`src/rtl/pc_sequencer_pkg.sv`:
```
// Shared constants and state encoding for the fetch PC sequencer.
package pc_sequencer_pkg;

    localparam logic [31:0] PC_RESET = 32'h0000_3000;
    localparam logic [31:0] PC_EXC   = 32'h0000_4180;
    localparam logic [31:0] PC_LO    = 32'h0000_3000;
    localparam logic [31:0] PC_HI    = 32'h0000_6FFC;

    typedef enum logic [1:0] {
        RUN      = 2'd0,
        DSLOT    = 2'd1,
        REDIRECT = 2'd2
    } pcseq_state_e;

endpackage

```
`src/rtl/pcseq_fetch_check.sv`:
```
// Fetch address fault detector: misaligned or outside the legal fetch window.
module pcseq_fetch_check
    import pc_sequencer_pkg::*;
(
    input  logic [31:0] pc,
    output logic        fault
);

    assign fault = (pc[1:0] != 2'b00) || (pc < PC_LO) || (pc > PC_HI);

endmodule

```
`src/rtl/pc_sequencer.sv`:
```
// Fetch PC sequencer with one branch delay slot and exception/eret redirect.
// Optional address checking is enabled by defining PCSEQ_ADDR_CHECK_EN.
module pc_sequencer
    import pc_sequencer_pkg::*;
(
    input  logic        clk,
    input  logic        reset,
    input  logic        stall,
    input  logic        branchValid,
    input  logic [31:0] branchTarget,
    input  logic        excReq,
    input  logic        eretReq,
    input  logic [31:0] epc,
    output logic [31:0] pc,
    output logic        bdFlag,
    output logic        flush,
    output logic        fetchExc
);

    pcseq_state_e state, state_n;
    logic [31:0]  pc_n;
    logic         bd_n;
    logic         flush_n;
    logic [31:0]  pendingTarget, pt_n;
    logic         pendingValid, pv_n;

    always_ff @(posedge clk or posedge reset) begin
        if (reset) begin
            state         <= RUN;
            pc            <= PC_RESET;
            bdFlag        <= 1'b0;
            flush         <= 1'b0;
            pendingTarget <= '0;
            pendingValid  <= 1'b0;
        end else begin
            state         <= state_n;
            pc            <= pc_n;
            bdFlag        <= bd_n;
            flush         <= flush_n;
            pendingTarget <= pt_n;
            pendingValid  <= pv_n;
        end
    end

    // Redirects override stall; REDIRECT falls through to the RUN selection.
    always_comb begin
        state_n = state;
        pc_n    = pc;
        bd_n    = bdFlag;
        flush_n = 1'b0;
        pt_n    = pendingTarget;
        pv_n    = pendingValid;
        if (excReq) begin
            pc_n    = PC_EXC;
            pv_n    = 1'b0;
            bd_n    = 1'b0;
            state_n = REDIRECT;
            flush_n = 1'b1;
        end else if (eretReq) begin
            pc_n    = epc;
            pv_n    = 1'b0;
            bd_n    = 1'b0;
            state_n = REDIRECT;
            flush_n = 1'b1;
        end else if (stall) begin
            // hold everything
        end else if (state == DSLOT) begin
            pc_n    = pendingValid ? pendingTarget : pc + 32'd4;
            pv_n    = 1'b0;
            bd_n    = 1'b0;
            state_n = RUN;
        end else if (branchValid) begin
            pc_n    = pc + 32'd4;
            pt_n    = branchTarget;
            pv_n    = 1'b1;
            bd_n    = 1'b1;
            state_n = DSLOT;
        end else begin
            pc_n    = pc + 32'd4;
            bd_n    = 1'b0;
            state_n = RUN;
        end
    end

`ifdef PCSEQ_ADDR_CHECK_EN
    pcseq_fetch_check u_fetch_check (
        .pc    (pc),
        .fault (fetchExc)
    );
`else
    assign fetchExc = 1'b0;
`endif

endmodule
```
`config.mk`:
```
export PLATFORM = sky130hd
export DESIGN_NAME = pc_sequencer
export DESIGN_NICKNAME = d
export VERILOG_FILES = /design/src/rtl/pc_sequencer_pkg.sv /design/src/rtl/pcseq_fetch_check.sv /design/src/rtl/pc_sequencer.sv
export SDC_FILE = /design/constraint.sdc
export NUM_CORES = 1
export LEC_CHECK = 0
export CAP_MARGIN = 15
export CORE_MARGIN = 4
export CORE_UTILIZATION = 49
export CTS_CLUSTER_SIZE = 16
export DETAILED_ROUTE_END_ITERATION = 12
export PLACE_DENSITY = 0.83
export REMOVE_ABC_BUFFERS = 1
export SYNTH_ARGS = -nofsm -noshare
export SYNTH_HDL_FRONTEND = slang
export SYNTH_HIERARCHICAL = 1
export SYNTH_SLANG_ARGS = --single-unit
```
`constraint.sdc`:
```
create_clock -name clk -period 3 [get_ports clk]
set_input_delay 0.75 -clock clk [delete_from_list [all_inputs] [get_ports clk]]
set_output_delay 0.75 -clock clk [all_outputs]
set_load 0.02 [all_outputs]
```
# Word level (Yosys, flattened, before mapping)
# Index checks and enable logic that the tools add are counted.
# W data, S select, Z words.
word_totals:
  ff_bits: 69
  inputBits: 70
  output_inout_bits: 35
  wordCells: 38
classes:
  n_addsub: 1
  n_eq_ne: 2
  n_mux: 22
  n_bitwise: 4
  n_reduce_logical: 3
op_table:
  columns: ["op", "count"]
  rows:
  - ["$mux W32", 5]
  - ["$add A32 B3 Y32 const B", 1]
  - ["$mux W1", 14]
  - ["$mux W2", 3]
  - ["$reduce_and A5 Y1", 1]
  - ["$not A1 Y1", 4]
  - ["$reduce_bool A4 Y1", 1]
  - ["$ne A3 B1 Y1 const B", 1]
  - ["$eq A2 B1 Y1 const B", 1]
  - ["$reduce_and A2 Y1", 1]

# Depth between registers and ports, before layout
# Gate-level depths: netlist of run 1.
depth:
  ltp_word: 6
  depth_mapped: 7
  mapped_depth_nobuf: 6

# Worst setup path before layout of run 1
# OpenSTA, ideal clock, no wires.
synth_path:
  path_kind: "reg2reg"
  start: "reg pc[2]"
  end: "reg pc[12]"
  setup_time_ps: 105
  arrival_ps: 1762
  t_required_ps: 2895
  slack_ps: 1134
  stages_incl_launch_ff: 8
  n_path_buf: 1
  synth_period_minus_slack_ps: 1866
  path_cell_list: "dfrtp_1 -> ha_1 -> and3_1 -> and2_1 -> buf_2 -> a31oi_1 -> nor3_1 -> a2111oi_2"
synth_via:
  elab_chain_cells: 6
synth_lines:
  columns: ["element", "line", "rtl"]
  rows:
  - ["start, declared", "pc_sequencer.sv:14", "output logic [31:0] pc,"]
  - ["start signal, assigned", "pc_sequencer.sv:37", "pc <= pc_n;"]
  - ["$add A32 B3 Y32 *", "pc_sequencer.sv:68, pc_sequencer.sv:73, pc_sequencer.sv:79", null]
  - ["$mux W32", "pc_sequencer.sv:68", "pc_n = pendingValid ? pendingTarget : pc + 32'd4;"]
  - ["$mux W32 *", "pc_sequencer.sv:67", "end else if (state == DSLOT) begin"]
  - ["$mux W32 *", "pc_sequencer.sv:65", "end else if (stall) begin"]
  - ["$mux W32 *", "pc_sequencer.sv:59", "end else if (eretReq) begin"]
  - ["$mux W32 *", "pc_sequencer.sv:53", "if (excReq) begin"]
# Every way passes the cells marked *; elsewhere a longest branch is shown, timed or not. The select of a mux whose other input is x is not followed.
# A chain may end at the register's enable or synchronous reset.

# Final worst setup path of run 1
layout_path:
  start: "in eretReq"
  end: "reg pc[21]"
layout_via:
  elab_chain_cells: 2
  word_cells_on_any_way: 3
  classes_between: "eq/ne: 1; mux: 2"
layout_lines:
  columns: ["element", "line", "rtl"]
  rows:
  - ["start, declared", "pc_sequencer.sv:12", "input logic eretReq,"]
  - ["$mux W32", "pc_sequencer.sv:59", null]
  - ["$mux W32", "pc_sequencer.sv:53", null]
# Several ways; a longest one is shown, not always the timed one.

==> results of run 1 <==
[area by class of cell]
cell class,count,area (um2),share of cell area (%)
Timing Repair Buffer,118,1170,22.5
Multi-Input combinational cell,308,2010,38.6
Inverter,10,37.5,0.721
Sequential cell,68,1700,32.7
Clock inverter,3,15.0,0.288
Tap cell,102,128,2.45
Clock buffer,11,141,2.72
[cell usage after synthesis (all sizes together), types with 6 or more instances]
cell type	instances	area, um2
dfrtp	66	1650
nand2	48	183
a21oi	37	185
mux2	34	383
nor2	27	101
o21ai	27	135
nand3	15	85.1
clkbuf	14	52.6
buf	13	73.8
and3	10	62.6
inv	10	37.5
nor3	9	45.0
nor4	8	77.6
a31oi	6	37.5
o211ai	6	45.0
o22ai	6	37.5
[metal layers]
| metal | up-vias | share of wire [%] | GRT usage [%] |
|---|---|---|---|
| met5 | - | 0 | 0 |
| met1 | 1842 | 40 | 32.3 |
| met2 | 222 | 48 | 40.3 |
| met4 | 0 | 2.1 | 9.83 |
| li1 | 1740 | - | - |
| met3 | 29 | 9.8 | 7.64 |
[final timing paths]
check                                                   start                             to  slack (ns)  depth (start not counted)
worst max register to register           state[1]$_DFFE_PP0P_             pc[13]$_DFFE_PP1P_        0.89                          5
worst min-delay path            pendingTarget[14]$_DFFE_PP0P_  pendingTarget[14]$_DFFE_PP0P_        0.50                          1
min in group asynchronous                               reset              pc[0]$_DFFE_PP0P_        0.79                          2
max in group asynchronous                               reset             pc[13]$_DFFE_PP1P_        1.51                          3
worst min register to register  pendingTarget[14]$_DFFE_PP0P_  pendingTarget[14]$_DFFE_PP0P_        0.50                          1
worst max-delay path                                  eretReq             pc[21]$_DFFE_PP0P_        0.65                          6
[cells by family after synthesis]
group / count (synthesis)
DFF: 68
other: 1
xor gates and xnor gates: 5
muxes: 36
buffers and inverters: 37
adders and majority gates: 1
AOI/OAI and AO/OA: 123
and+or+nand+nor: 142
[per-stage QoR]
| step | setup slack (ns) | std cells | power (W) | utilization (%) | hold WS [ns] |
|---|---|---|---|---|---|
| detailed placement | 0.377 | 606 | 0.00165 | 65.3 | 0.488 |
| floorplan | 0.512 | 386 | 0.00138 | - | 0.462 |
| CTS | 0.704 | 620 | 0.00229 | 67.4 | 0.502 |
| global route | 0.528 | 620 | 0.00239 | 67.4 | 0.521 |
| finish | 0.654 | 620 | 0.00229 | 67.4 | 0.501 |
| global placement | 0.478 | 606 | 0.00163 | 65.3 | 0.487 |
[state kept, by name, indices dropped and copies added (netlist names)]
signal	count
state	2
flush	1
pc	32
pendingValid	1
pendingTarget	32
[critical path: cells and delay by family]
family,cells,cell delay [ns]
buffers and inverters,1,0.64
AOI/OAI and AO/OA,2,0.41
and+or+nand+nor,3,0.80
[power groups by stage]
stage,registers (W),clock network (W),logic (W)
global route,0.00116,0.000701,0.000536
finish,0.00114,0.000653,0.000498
detailed placement,0.00116,0,0.000496
global placement,0.00115,0,0.000482
floorplan,0.00116,0,0.000213
CTS,0.00114,0.000655,0.000499
[placed cells by master, fill, tap and decap left out, drive strengths merged, types with 4 or more instances in the layout]
cell type / instances
clkdlybuf4s50: 103
dfrtp: 66
nand2: 48
a21oi: 37
mux2: 34
nor2: 27
o21ai: 27
nand3: 15
buf: 15
clkbuf: 11
and3: 10
inv: 10
nor3: 9
nor4: 8
a31oi: 6
o22ai: 6
o211ai: 6
o221ai: 5
and4: 5
a211oi: 5
nand4: 5
nand2b: 4
and2: 4
o31a: 4
xnor2: 4
==> flow_summary.toml, run 1 <==
[clocking]
cts_tree = "done"
numCtsBuffers = 9
cts_resized = 0
worstSkewPairLatency_ns = 0.35
cts_buffer_depth = 2
clk_transition_reported_paths_ns = 0.07
htree_num_levels = 3
cts_sinks = 68
cts_setup_buffers = 0
cts_root_buffer = "clkbuf_8"
ctsHoldBuffers = 0

[place]
portBuffers = 103
dpl_cell_area_um2 = 5050
gp_congestion = 0.932
hpwl_mm = 8.41

[yosys]
yosysWarnings = 6
synth_seq_cells = 68
synth_area_um2 = 3880
yosys.area_share.adder_pct = 0.323
ys.flop_type = "dfrtp_1"
syn_inst = 413
synthMuxAreaShare_pct = 10.4
synth-edff-count = 0
yosysUniqueCellTypes = 63
synthArstFlopShare_pct = 100
syn_avg_cell_area_um2 = 9.39
synth_top_family_by_area = "compound AO/OA/AOI/OAI gates"
synthXorXnorAreaFrac_pct = 1.13
synth_compound_area_share_pct = 20.7
seq_area_frac_synth_pct = 43.9
synthSimpleGateAreaFrac_pct = 19.2

[power]
power_density_nw_per_um2 = 441
power.internal_w = 0.00163
seqPwrFrac_pct = 49.8
p_comb_share_pct = 21.7
pwr-share-clk_pct = 28.5
switching_share_pct = 28.9
ir_drop_mv = 0.248
leakage_nw = 2.10
p_sw_w = 0.000664

[worst_setup_path]
arrival_ns = 2.60
crit_path_end_kind = "flop"
path_cells = "clkdlybuf4s50_1, nand2b_1, nand2_1, nor2_1, o21ai_0, o21ai_0"
worstSetupPathType = "input pin to flop"
crit_path_frequent_cell = "o21ai_0"
slowest_delay_ns = 0.64
crit_slowest_cell = "clkdlybuf4s50_1"
cp_max_fo = 7
start_kind = "input pin"
required_ns = 3.26

[grt]
grtUsageTotal_pct = 25.3
grt_pass1_vias = 3880
grt_max_degree = 36
grt_overflow = 0
grt_pass1_wl_mm = 19.4
grt_antenna_before_repair = 0

[sta]
tightest_slew_ns = 0.893
slew_violations = 0
finalSetupViolations = 0
period_minus_slack_ns = 2.35
finalClockSkew_ns = 0.00777
period_share_pct = 78.2
max_freq_ghz = 0.426
hold_viol = 0
rsz0062_at_grt = "no"
slew_headroom_pct = 40.5
fin_tns_setup_ns = 0

[drt]
wirelength_mm = 11.8
via_per_inst = 6.18
via_count = 3833
wl_per_cell_um = 19.1
drtAntennaViolNets = 0
drt-initial-drc-count = 494
route.detailed.drc = 0
drtPass1Iterations = 5

[die]
fp.dieArea_um2 = 9400
chipWidth_um = 97.0
row_count = 32
top_level_ports = 105
initial_utilization_pct = 50.2
fp.coreArea_um2 = 7730
dieHeight_um = 97.0

[layout]
stdcell_area_um2 = 5200
fin_nets = 586
num-fill-cells = 600
num_antenna_cells = 0
drive_above_1_share_pct = 14.5
area_growth_pct = 34.2

[status]
status = "completed"

[worst_hold_path]
hold_class = "flop to flop"

[flow_run]
max_cap_violations = 0
(Power assumes the default switching activity.)
==> run 2, diff against run 1 <==
clock period = 2.3 ns   (was 3 ns; I/O delays follow)
==> run 2 against run 1 <==
  * Hold slack better by 0.0040 ns
  * Die area unchanged
  * Core utilization up 2.5 points
  * Design area up 3.7%
  * Largest cell class unchanged
  * Global-route usage down 0.33 points
  * First-iteration DRC count down 39%
  * Clock skew up 0.0034 ns
  * Wire length up 0.33%
  * Highest routed layer unchanged
  * Setup slack worse by 0.53 ns
  * Critical endpoint is now pc[12]$_DFFE_PP1P_
  * Total power up 38%
  * Clock power up 52%
  * Largest power group unchanged
  * Non-clock buffer count up 19
==> flow_summary.toml, run 2 (synthesized netlist as in run 1, its figures left out) <==
[sta]
max_freq_ghz = 0.460
finalSetupViolations = 0
slew_violations = 0
rsz0062_at_grt = "no"
finalClockSkew_ns = 0.0112
period_minus_slack_ns = 2.17
tightest_slew_ns = 0.575
slew_headroom_pct = 61.6
period_share_pct = 94.5
hold_viol = 0

[grt]
grtUsageTotal_pct = 25.0
use_met3_pct = 4.69
top_usage_layer = "met2"
grt_antenna_before_repair = 0
grt_max_degree = 69
grt_overflow = 0
grt.met1_usage_pct = 31.6
grt_pass1_wl_mm = 19.1
grt_pass1_vias = 3857
grtUsageMet2_pct = 42.5

[power]
power_density_nw_per_um2 = 584
leakage_nw = 2.20
ir_drop_mv = 0.383

[place]
hpwl_mm = 8.69
dpl_cell_area_um2 = 5200
portBuffers = 103
gp_congestion = 0.918

[layout]
area_growth_pct = 39.2
ff_latch_area_um2 = 1700
drive_above_1_share_pct = 17.6
num_antenna_cells = 0
final_common_cell = "clkdlybuf4s50_1"
num-fill-cells = 605
multi_input_area_um2 = 2010
most-common-layout-cells = "clkdlybuf4s50_1, dfrtp_1, nand2_1"
stdcell_area_um2 = 5400
final_util_pct = 69.9
reg_top3 = "pc x32, pendingTarget x32, state x2"
fin_nets = 605

[clocking]
htree_num_levels = 3
ctsHoldBuffers = 0
numCtsBuffers = 9
cts_setup_buffers = 0
cts_tree = "done"
cts_sinks = 68
worstSkewPairLatency_ns = 0.35
clk_transition_reported_paths_ns = 0.07
cts_root_buffer = "clkbuf_8"
cts_buffer_depth = 2
cts_resized = 0

[drt]
via_count = 3910
wirelength_mm = 11.9
wl_per_cell_um = 18.5
via_per_inst = 6.10
drtPass1Iterations = 5
drt-initial-drc-count = 302
drtAntennaViolNets = 0
route.detailed.drc = 0

[flow_run]
max_cap_violations = 0

[worst_setup_path]
crit_path_end_kind = "flop"
slowest_delay_ns = 0.47
crit_slowest_cell = "dfrtp_1"
start_kind = "flop"
cp_max_fo = 6
regToRegSetupSlack_ns = 0.13
path_cells = "ha_1, and3_1, and2_1, a41o_1, a21oi_1, a2111oi_2"
required_ns = 2.53
worstSetupPathType = "flop to flop"
arrival_ns = 2.41

[die]
initial_utilization_pct = 50.2
dieHeight_um = 97.0
row_count = 32
chipWidth_um = 97.0
fp.dieArea_um2 = 9400
top_level_ports = 105
fp.coreArea_um2 = 7730

[worst_hold_path]
hold_class = "flop to flop"

[status]
status = "completed"
[run 2: changes by cell type in the layout (fill, tap and decap cells not counted), sizes merged]
| cell | change |
|---|---|
| buf | +19 |
| clkinv | -2 |
| clkinvlp | +2 |
| bufinv | +1 |
| clkbuf | +1 |
[run 2: path summary, 6_finish.rpt]
check,to,start,depth (start not counted)
worst max-delay path,pc[12]$_DFFE_PP1P_,pc[2]$_DFFE_PP0P_,6
worst min-delay path,pendingTarget[14]$_DFFE_PP0P_,pendingTarget[14]$_DFFE_PP0P_,1
worst max register to register,pc[12]$_DFFE_PP1P_,pc[2]$_DFFE_PP0P_,6
worst min register to register,pendingTarget[14]$_DFFE_PP0P_,pendingTarget[14]$_DFFE_PP0P_,1
max in group asynchronous,pc[13]$_DFFE_PP1P_,reset,3
min in group asynchronous,pendingTarget[19]$_DFFE_PP0P_,reset,3
[run 2: worst max-delay path, delay by kind of cell, from the launching register on]
kind	cells	cell delay (ns)
AND/OR/NAND/NOR	2	0.70
AO/OA/AOI/OAI	3	0.63
flip-flops	1	0.47
adder cells (fa/ha/maj)	1	0.26
[run 2: per-layer routing]
| metal | part of all wire (%) | vias up |
|---|---|---|
| met5 | 0 | - |
| met3 | 7.8 | 25 |
| met2 | 49 | 209 |
| li1 | - | 1776 |
| met1 | 41 | 1900 |
| met4 | 2.2 | 0 |
[run 2: final cells by class]
type	instances	share of cell area [%]
Tap cell	102	2.36
Clock buffer	12	2.69
Inverter	10	0.695
Timing Repair Buffer	137	24.5
Clock inverter	4	0.927
Multi-Input combinational cell	308	37.2
Sequential cell	68	31.6
[run 2: where the power goes]
group	leakage (nW)	internal, W	switching [W]
registers	0.837	0.00136	0.000126
clock network	0.0926	0.000529	0.000466
logic	1.27	0.000377	0.000292
total	2.20	0.00227	0.000884
[run 2: per-stage QoR]
stage	instances	TNS [ns]	setup WS, ns	hold slack [ns]	power (W)
3_3_place_gp	625	0	0.0743	0.483	0.00215
6_report	641	0	0.127	0.505	0.00315
4_1_cts	641	0	0.166	0.506	0.00316
2_1_floorplan	386	-0.431	-0.0135	0.462	0.00180
5_1_grt	641	0	0.0467	0.516	0.00329
3_5_place_dp	625	-0.00658	-0.00658	0.489	0.00218
